`src/rtl/imem_loader.sv`:
```
// imem_loader: packs a big-endian byte stream into 32-bit words and writes them to instruction memory from word 0 up.
// Define IMEM_LOADER_CHECKSUM_EN to require a trailing 8-bit sum byte after the data bytes.
module imem_loader #(
    parameter int ADDR_W = 8
) (
    input  logic              clk,
    input  logic              rst,
    input  logic              start,
    input  logic [ADDR_W:0]   word_count,
    input  logic [7:0]        byte_in,
    input  logic              byte_valid,
    output logic              byte_ready,
    output logic              mem_we,
    output logic [ADDR_W-1:0] mem_wa,
    output logic [31:0]       mem_wd,
    output logic              cpu_rst,
    output logic              busy,
    output logic              done,
    output logic              err
);

    typedef enum logic [2:0] {
        IDLE  = 3'd0,
        RECV  = 3'd1,
        WRITE = 3'd2,
`ifdef IMEM_LOADER_CHECKSUM_EN
        CHECK = 3'd3,
`endif
        DONE  = 3'd4
    } state_t;

`ifdef IMEM_LOADER_CHECKSUM_EN
    localparam state_t AFTER_LOAD = CHECK;
`else
    localparam state_t AFTER_LOAD = DONE;
`endif

    localparam logic [ADDR_W:0]   MAX_WORDS = {1'b1, {ADDR_W{1'b0}}};
    localparam logic [ADDR_W:0]   COUNT_ONE = {{ADDR_W{1'b0}}, 1'b1};
    localparam logic [ADDR_W-1:0] ADDR_ONE  = {{(ADDR_W-1){1'b0}}, 1'b1};

    state_t            state;
    state_t            state_next;
    logic [ADDR_W-1:0] word_addr;
    logic [31:0]       word_reg;
    logic [1:0]        byte_idx;
    logic [ADDR_W:0]   count;
    logic [ADDR_W:0]   count_clamped;
    logic              start_ok;
    logic              accept;
    logic              last_word;
    logic              err_r;

    // Clamping the count keeps the last written address at 2^ADDR_W-1, so the address never wraps.
    assign count_clamped = (word_count > MAX_WORDS) ? MAX_WORDS : word_count;
    assign start_ok      = start && ((state == IDLE) || (state == DONE));
    assign accept        = byte_valid && byte_ready;
    assign last_word     = ({1'b0, word_addr} == (count - COUNT_ONE));

    always_ff @(posedge clk or posedge rst) begin
        if (rst) begin
            state <= IDLE;
        end else begin
            // NOTE: registers always take <= so every flop samples pre-edge values, independent of block order.
            state <= state_next;
        end
    end

    always_comb begin
        // NOTE: every output gets a default before the case so no path leaves one unassigned (no latches).
        state_next = state;
        byte_ready = 1'b0;
        mem_we     = 1'b0;
        busy       = 1'b0;
        cpu_rst    = 1'b0;
        case (state)
            IDLE, DONE: begin
                cpu_rst = (state == DONE) && err_r;
                if (start) begin
                    state_next = (count_clamped == '0) ? AFTER_LOAD : RECV;
                end
            end
            RECV: begin
                byte_ready = 1'b1;
                busy       = 1'b1;
                cpu_rst    = 1'b1;
                if (byte_valid && (byte_idx == 2'd3)) begin
                    state_next = WRITE;
                end
            end
            WRITE: begin
                mem_we     = 1'b1;
                busy       = 1'b1;
                cpu_rst    = 1'b1;
                state_next = last_word ? AFTER_LOAD : RECV;
            end
`ifdef IMEM_LOADER_CHECKSUM_EN
            CHECK: begin
                byte_ready = 1'b1;
                busy       = 1'b1;
                cpu_rst    = 1'b1;
                if (byte_valid) begin
                    state_next = DONE;
                end
            end
`endif
            default: state_next = IDLE;
        endcase
    end

    always_ff @(posedge clk or posedge rst) begin
        if (rst) begin
            word_addr <= '0;
            word_reg  <= '0;
            byte_idx  <= '0;
            count     <= '0;
        end else begin
            if (start_ok) begin
                count     <= count_clamped;
                word_addr <= '0;
                byte_idx  <= '0;
            end
            if ((state == RECV) && accept) begin
                case (byte_idx)
                    2'd0:    word_reg[31:24] <= byte_in;
                    2'd1:    word_reg[23:16] <= byte_in;
                    2'd2:    word_reg[15:8]  <= byte_in;
                    default: word_reg[7:0]   <= byte_in;
                endcase
                byte_idx <= byte_idx + 2'd1;
            end
            // The address stays on the last word rather than stepping past the end of memory.
            if ((state == WRITE) && !last_word) begin
                word_addr <= word_addr + ADDR_ONE;
            end
        end
    end

`ifdef IMEM_LOADER_CHECKSUM_EN
    logic [7:0] sum;

    always_ff @(posedge clk or posedge rst) begin
        if (rst) begin
            sum   <= '0;
            err_r <= 1'b0;
        end else begin
            if (start_ok) begin
                sum   <= '0;
                err_r <= 1'b0;
            end
            if ((state == RECV) && accept) begin
                sum <= sum + byte_in;
            end
            if ((state == CHECK) && accept) begin
                err_r <= (byte_in != sum);
            end
        end
    end
`else
    assign err_r = 1'b0;
`endif

    assign done   = (state == DONE);
    assign err    = err_r;
    assign mem_wa = word_addr;
    assign mem_wd = word_reg;

endmodule

```
`config.mk`:
```
export PLATFORM = sky130hd
export DESIGN_NAME = imem_loader
export DESIGN_NICKNAME = d
export VERILOG_FILES = /design/src/rtl/imem_loader.sv
export SDC_FILE = /design/constraint.sdc
export NUM_CORES = 1
export LEC_CHECK = 0
export BUFFER_PORTS_ARGS = -buffer_cell sky130_fd_sc_hd__buf_2
export CORE_MARGIN = 2
export CORE_UTILIZATION = 45
export DETAILED_ROUTE_END_ITERATION = 12
export GPL_ROUTABILITY_DRIVEN = 0
export PLACE_DENSITY = 0.69
export SLEW_MARGIN = 20
export SYNTH_ARGS = -nofsm -noshare
export SYNTH_HDL_FRONTEND = slang
export SYNTH_SLANG_ARGS = --single-unit
```
`constraint.sdc`:
```
create_clock -name clk -period 7.75 [get_ports clk]
set_input_delay 1.55 -clock clk [delete_from_list [all_inputs] [get_ports clk]]
set_output_delay 1.55 -clock clk [all_outputs]
set_load 0.005 [all_outputs]
```
* Word level (Yosys, flattened, before mapping) *
Index checks and enable logic that the tools add are counted.

cells by class
  muxes and demuxes = 13
  bitwise gates (word level) = 1
  eq/ne operators = 9
  reductions and logical operators = 20
  $add $sub $neg = 3
  $lt $le $gt $ge = 1

operators with widths
  kind                   number
  $mux W8                2
  $mux W3                4
  $reduce_and A2 Y1      5
  $eq A8 B9 Y1           1
  $gt A9 B9 Y1 const B   1
  $logic_not A9 Y1       1
  $mux W9                1
  $pmux W3 S3            1
  $sub A9 B1 Y9 const B  1
  $add A8 B1 Y8 const B  1
  $logic_and A1 B1 Y1    5
  $eq A2 B2 Y1 const B   2
  $mux W2                2
  $ne A2 B2 Y1 const B   2
  $reduce_bool A2 Y1     2
  $reduce_or A2 Y1       2
  $eq A3 B1 Y1 const B   1
  $eq A3 B2 Y1 const B   1
  $eq A3 B3 Y1 const B   1
  $logic_not A3 Y1       1
  $mux W1                3
  $reduce_or A3 Y1       1
  $add A2 B1 Y2 const B  1
  $eq A2 B1 Y1 const B   1
  other kinds (4)        4

word-level totals
  output and inout port bits = 46
  flip-flop bits (word level) = 54

* Longest topological paths before layout *
Gate-level depths: netlist of run 1.

  depth after elaboration = 6
  mapped depth = 10
  gate-level depth less buffers = 9

* Worst setup path after synthesis of run 1 *
Ideal clock, no wire load.

  path type = input-to-reg
  start = input word_count[8]
  end = register state[2]
  path slack = 5.054 ns
  required time = 7.672 ns
  library setup time = 0.078 ns
  cell stages on the path = 7
  arrival = 2.619 ns
  cells stage by stage = clkbuf_1 -> nor4_1 -> nand2_1 -> nor4_1 -> mux2i_1 -> or2_2 -> a21oi_1

between the ends
  word-level cells in the longest chain between the ends = 6

ends and longest elaborated chain
  element               line  RTL
  start, declared       9     input logic [ADDR_W:0] word_count,
  $gt A9 B9 Y1          55    assign count_clamped = (word_count > MAX_WORDS) ? MAX_WORDS : word_count;
  $mux W9 (*)           55
  $logic_not A9 Y1 (*)  80    state_next = (count_clamped == '0) ? AFTER_LOAD : RECV;
  $mux W3 (*)           80
  $mux W3 (*)           79    if (start) begin
  $pmux W3 S3 (*)       76    case (state)
  end signal, assigned  65    state <= state_next;
  end, declared         42    state_t state;

Every way passes the cells marked *; elsewhere a longest branch is shown, timed or not. The select of a mux whose other input is x is not followed.
A chain may end at the register's enable or synchronous reset.

* Final worst setup path of run 1 *
  start = register state[2]
  end = output byte_ready

between the ends
  word-level cells in the longest chain between the ends = 2

ends and longest elaborated chain
  element        line  RTL
  $eq A3 B1 Y1   76
  $mux W1        76
  end, declared  12    output logic byte_ready,

No other way between the ends.

==> results of run 1 <==
==> cells in the mapped netlist (all sizes together), types with 3 or more instances <==
cell	n	share of area
xor2	6	0.019
nor3b	3	0.0083
mux2i	3	0.016
a211o	3	0.0097
and3	5	0.012
or2	3	0.0069
inv	8	0.011
xnor2	4	0.013
clkbuf	8	0.011
mux2	33	0.14
a21oi	4	0.012
ha	6	0.028
nor2	7	0.0097
nand3	7	0.013
nor3	7	0.013
o21ai	13	0.025
dfrtp	54	0.50
nand2	24	0.033
nor2b	3	0.0069
nand2b	8	0.019
==> through the flow <==
| step | hold slack [ns] | util | instances |
|---|---|---|---|
| 6_report | 0.5085 | 0.5443 | 377 |
| 2_1_floorplan | 0.4802 | - | 239 |
| 5_1_grt | 0.5249 | 0.5443 | 377 |
| 4_1_cts | 0.5126 | 0.5443 | 377 |
| 3_3_place_gp | 0.4827 | 0.5257 | 369 |
| 3_5_place_dp | 0.4876 | 0.5261 | 369 |
==> layout by cell type, fill, tap and decap left out, types with 4 or more instances in the layout <==
| cell type | count |
|---|---|
| and3_1 | 5 |
| nor3_1 | 7 |
| nand3_1 | 7 |
| clkbuf_8 | 5 |
| inv_1 | 7 |
| ha_1 | 6 |
| xnor2_1 | 4 |
| buf_2 | 65 |
| o21ai_0 | 12 |
| nand2b_1 | 8 |
| dfrtp_1 | 54 |
| nand2_1 | 24 |
| xor2_1 | 6 |
| mux2_2 | 32 |
| nor2_1 | 7 |
==> cells by family after synthesis <==
group,count (synthesis)
AO/OA/AOI/OAI,34
adder cells (fa/ha/maj),6
XOR/XNOR,10
flip-flops,54
buffers and inverters,18
AND/OR/NAND/NOR,80
other,1
multiplexers,36
==> routing by layer <==
layer,routed length (um),up-vias,global-route usage
met5,0,-,0
met4,41,0,0.04407
met3,349,6,0.04725
met2,2724,47,0.3148
met1,2644,963,0.2444
li1,-,963,-
==> cell type report <==
type	count	area, um^2	area share
sequential	54	1351	0.4244
multi-input combinational	167	1275	0.4004
timing repair buffer	65	325.3	0.1022
tap	75	93.84	0.02947
clock buffer	7	76.32	0.02397
inverter	8	32.53	0.01022
clock inverter	1	30.03	0.009430
==> registers in the layout, indices dropped and copies added (netlist names) <==
register	flops
byte_idx	2
mem_wa	8
count	9
mem_wd	32
state	3
==> worst paths after layout <==
kind | startpoint | endpoint | slack (ns) | cells past startpoint
setup / recovery | state[2] | byte_ready | 4.80 | 2
hold / removal | mem_wd[19] | mem_wd[19] | 0.51 | 1
setup reg to reg | count[0] | mem_wa[6] | 4.98 | 9
hold reg to reg | mem_wd[19] | mem_wd[19] | 0.51 | 1
max in group asynchronous | rst | count[1] | 5.97 | 2
min in group asynchronous | rst | mem_wa[3] | 1.34 | 2
==> power by group <==
part	total (mW)	switching [mW]	internal, mW
combinational	0.457	0.216	0.241
clock	0.186	0.0892	0.0968
sequential	0.487	0.0898	0.397
total	1.13	0.395	0.734
==> flow_summary_export.csv, run 1 <==
group,metric,value,unit
critical_path,cpPeakStageDelay,0.45,ns
place,post-place-ws,4.722,ns
clocking,cts_hold_buf,0,
layout,layout.nets,328,
synthesis,synthAdderAreaFrac,0.02779,
floorplanning,initial_core_util,0.4617,
run,max_cap_violations,0,
timing,finalCritPeriodShare,0.3802,
timing,max_freq,0.3394,GHz
pwr,irDropWorstVdd,0.1808,mV
floorplanning,die_area,0.006639,mm^2
place,hpwl,4.118,mm
clocking,cts_tree,"yes",
global_route,grt_max_degree,55,
clocking,cts_buffers,5,
floorplanning,pin_count,67,
timing,fin_crit,2.947,ns
critical_path,crit_path_start_kind,"register",
hold_path,hold_path_class,"register to register",
critical_path,arrival,1.40,ns
detailed_routing,drtIter0Drc,77,
synthesis,syn-num-nets,266,
synthesis,yosysSeqAreaShare,0.5002,
detailed_routing,drc_errors,0,
synthesis,synthSimpleGateAreaFrac,0.1607,
synthesis,synth-xor-area-share,0.03242,
critical_path,cp_slowest_cell,"dfrtp_1",
clocking,postCtsSetupRepairBufs,0,
synthesis,synthDistinctLibCells,46,
global_route,grt_pass1_vias,1988,
clocking,clk_pin_slew,0.09,ns
layout,drive_gt1_frac,0.3841,
status,status,"complete, no violations",
layout,syn_to_final_growth,17.88,%
synthesis,yosys_warnings,0,
place,port_buffers,65,
global_route,grt_pass1_wl,9.459,mm
critical_path,required,6.20,ns
critical_path,cp_max_fo,5,
clocking,cts_resized,0,
timing,finalMaxSlewViolations,0,
global_route,grt.total_usage,0.1874,
synthesis,synth_mux_area_frac,0.1547,
place,placed_area,0.003078,mm^2
critical_path,path_cells,"nor3b_1 -> buf_2",
global_route,grt_overflow,0,
pwr,finalPower,1.130,mW
clocking,ctsLongestPathBuffers,2,
pwr,p_leak,1.553,nW
critical_path,cp_num_buf_inv,1,
critical_path,critPathTopFamily,"flip-flops",
detailed_routing,drt_pass1_iterations,4,
synthesis,synth_compound_area_frac,0.09495,
timing,layout_setup_ws,4.803,ns
timing,worst_pin_slew,0.6520,ns
synthesis,avgSynthCellArea,11.30,um^2
timing,skew,0.003037,ns
synthesis,synth_area,0.002701,mm^2
timing,timing.slew.headroom,0.5653,
critical_path,timing_worst_setup_path_type,"register to output port",
synthesis,async_flop_share,1.000,
detailed_routing,vias,1979,
floorplanning,core_area,0.005851,mm^2
timing,setup_viol,0,
synthesis,synth_top_family_by_area,"simple AND/OR/NAND/NOR gates",
global_route,antenna_found_initial,0,
detailed_routing,wl,5.760,mm
timing,hold_violations,0,
clocking,clkSinkCount,54,
layout,finalInstanceArea,0.003184,mm^2
timing,fin_setup_tns,0,ns
layout,num_antenna_cells,0,
clocking,cts_root_buf,"clkbuf_8",
pwr,power_per_cell_area,354.8,mW/mm^2
timing,rsz0062_at_grt,"false",
critical_path,cp-end-kind,"output port",
clocking,cts-htree-levels,2,
detailed_routing,vias_per_cell,5.249,
synthesis,ys_ff_latch,54,
layout,fillers,521,
synthesis,synth_edf_count,0,
synthesis,syn_inst,239,
detailed_routing,ant_nets,0,
floorplanning,die_h,81.48,um
detailed_routing,avgRoutedWirePerCell,15.28,um
floorplanning,num_rows,28,
floorplanning,die_x,81.48,um
clocking,clkLatencyLatePin,0.30,ns
synthesis,ys.flop_type,"dfrtp_1",
No activity file was read; power rests on OpenSTA's default activity.
==> inputs of run 2 (changes only) <==
- PLACE_DENSITY: 0.69 -> 0.72
- clock period: 7.75 -> 2.45 ns (I/O delays scaled with it)
==> flow_summary_export.csv, run 2 (same netlist as run 1, synthesis figures left out) <==
group,metric,value,unit
status,status,"complete, no violations",
place,post-place-ws,-0.05735,ns
global_route,grt.total_usage,0.1839,
place,port_buffers,65,
clocking,cts-htree-levels,2,
timing,finalCritPeriodShare,0.9637,
hold_path,hold_path_class,"primary input to asynchronous set/reset pin",
critical_path,crit_path_start_kind,"register",
floorplanning,core_area,0.005851,mm^2
layout,finalInstanceArea,0.003368,mm^2
clocking,cts_buffers,5,
layout,seq_area,0.001351,mm^2
place,placed_area,0.003178,mm^2
critical_path,r2r_end,"mem_wa[2]",
detailed_routing,wl_met2,3.042,mm
layout,multiInputGateArea,0.001308,mm^2
timing,worst_pin_slew,0.5546,ns
timing,hold_violations,0,
global_route,grt_pass1_vias,2021,
detailed_routing,drt_pass1_iterations,4,
detailed_routing,vias,2083,
layout,most-common-layout-cells,"buf_2 (65), dfrtp_1 (54), mux2_2 (32)",
critical_path,cp_max_fo,6,
critical_path,arrival,2.61,ns
timing,max_freq,0.4235,GHz
critical_path,timing_worst_setup_path_type,"register to register",
detailed_routing,avgRoutedWirePerCell,15.25,um
detailed_routing,drc_errors,0,
layout,largest_register_ffs,32,
clocking,ctsLongestPathBuffers,2,
place,hpwl,4.388,mm
global_route,antenna_found_initial,0,
critical_path,r2r_slack,0.09,ns
clocking,clkLatencyLatePin,0.31,ns
global_route,grt_overflow,0,
critical_path,endpoint,"mem_wa[2]",
critical_path,path_cells,"or4_4 -> a211o_1 -> a211oi_2 -> o21ai_2 -> a21o_4 -> mux2_4 -> mux2i_4",
timing,layout_setup_ws,0.08895,ns
floorplanning,die_h,81.48,um
clocking,clkSinkCount,54,
pwr,irDropWorstVdd,0.7059,mV
timing,fin_crit,2.361,ns
layout,syn_to_final_growth,24.69,%
timing,finalMaxSlewViolations,0,
floorplanning,num_rows,28,
critical_path,cp_num_buf_inv,0,
run,max_cap_violations,0,
critical_path,cpPeakStageDelay,0.57,ns
timing,rsz0062_at_grt,"false",
detailed_routing,vias_per_cell,5.287,
timing,skew,0.007211,ns
detailed_routing,drtIter0Drc,76,
clocking,clk_pin_slew,0.10,ns
critical_path,path_depth,7,
timing,fin_setup_tns,0,ns
critical_path,critPathTopFamily,"compound AO/OA/AOI/OAI gates",
clocking,cts_root_buf,"clkbuf_8",
clocking,cts_hold_buf,0,
critical_path,r2r_start,"count[2]",
layout,layout.nets,345,
critical_path,cp_slowest_cell,"or4_4",
timing,setup_viol,0,
timing,timing.slew.headroom,0.6294,
global_route,grt_pass1_wl,9.397,mm
floorplanning,die_area,0.006639,mm^2
critical_path,required,2.70,ns
pwr,power_per_cell_area,1142,mW/mm^2
layout,num_antenna_cells,0,
layout,drive_gt1_frac,0.4326,
detailed_routing,wl,6.009,mm
detailed_routing,ant_nets,0,
clocking,cts_tree,"yes",
critical_path,reg2reg_depth,7,
layout,fillers,502,
detailed_routing,met1Wirelength,2.555,mm
critical_path,cp-end-kind,"register",
pwr,p_leak,1.662,nW
floorplanning,die_x,81.48,um
detailed_routing,dr_wl_met3,360,um
floorplanning,pin_count,67,
floorplanning,initial_core_util,0.4617,
critical_path,crit_start,"count[2]",
layout,layout_commonest_cell,"buf_2",
global_route,grt_max_degree,33,
detailed_routing,maxUsedRoutingLayer,"met4",
## run 2: report_power, final
| group | internal [mW] | leakage (nW) | switching [mW] |
|---|---|---|---|
| Combinational | 0.913 | 0.927 | 0.798 |
| Clock | 0.312 | 0.0591 | 0.318 |
| Sequential | 1.26 | 0.675 | 0.248 |
## run 2: repair_timing
item,in CTS,in global routing
setup endpoints to repair,4,5
pin swaps,2,3
resized for setup,2,3
buffers inserted,2,5
## run 2: worst register-to-register path: cells and delay by family, from the launching register on
kind | cells | cell delay, ns
flops | 1 | 0.42
mux | 2 | 0.43
compound gates | 4 | 0.87
simple gates | 1 | 0.57
## run 2: area by class of cell
cell class              instances  area share
flip-flops and latches         54      0.4012
inverters                       8    0.008915
repair buffers                 82      0.1393
clock buffers                   5     0.02043
well taps                      75     0.02786
multi-input cells             167      0.3882
clock inverters                 3     0.01412
## run 2: worst min-delay path by stage
| stage | startpoint | to | slack, ns |
|---|---|---|---|
| floorplan | count[7] | count[7] | 0.48 |
| global placement | mem_wd[11] | mem_wd[11] | 0.48 |
| CTS | rst | mem_wa[0] | 0.22 |
| detailed placement | mem_wd[5] | mem_wd[5] | 0.49 |
| global route | rst | state[1] | 0.24 |
| finish | rst | state[0] | 0.20 |
## run 2: stage by stage
step | instances | total power, mW | util | hold slack [ns]
6_report | 394 | 3.845 | 0.5757 | 0.1997
2_1_floorplan | 239 | 2.515 | - | 0.4802
5_1_grt | 394 | 4.100 | 0.5757 | 0.2358
3_3_place_gp | 379 | 3.087 | 0.5432 | 0.4830
3_5_place_dp | 379 | 3.140 | 0.5432 | 0.4918
4_1_cts | 389 | 3.819 | 0.5682 | 0.2159
## run 2: layer usage
| metal | GRT usage | vias up |
|---|---|---|
| met3 | 0.05385 | 5 |
| met4 | 0.03898 | 0 |
| met1 | 0.2290 | 1025 |
| li1 | - | 996 |
| met5 | 0 | - |
| met2 | 0.3180 | 57 |
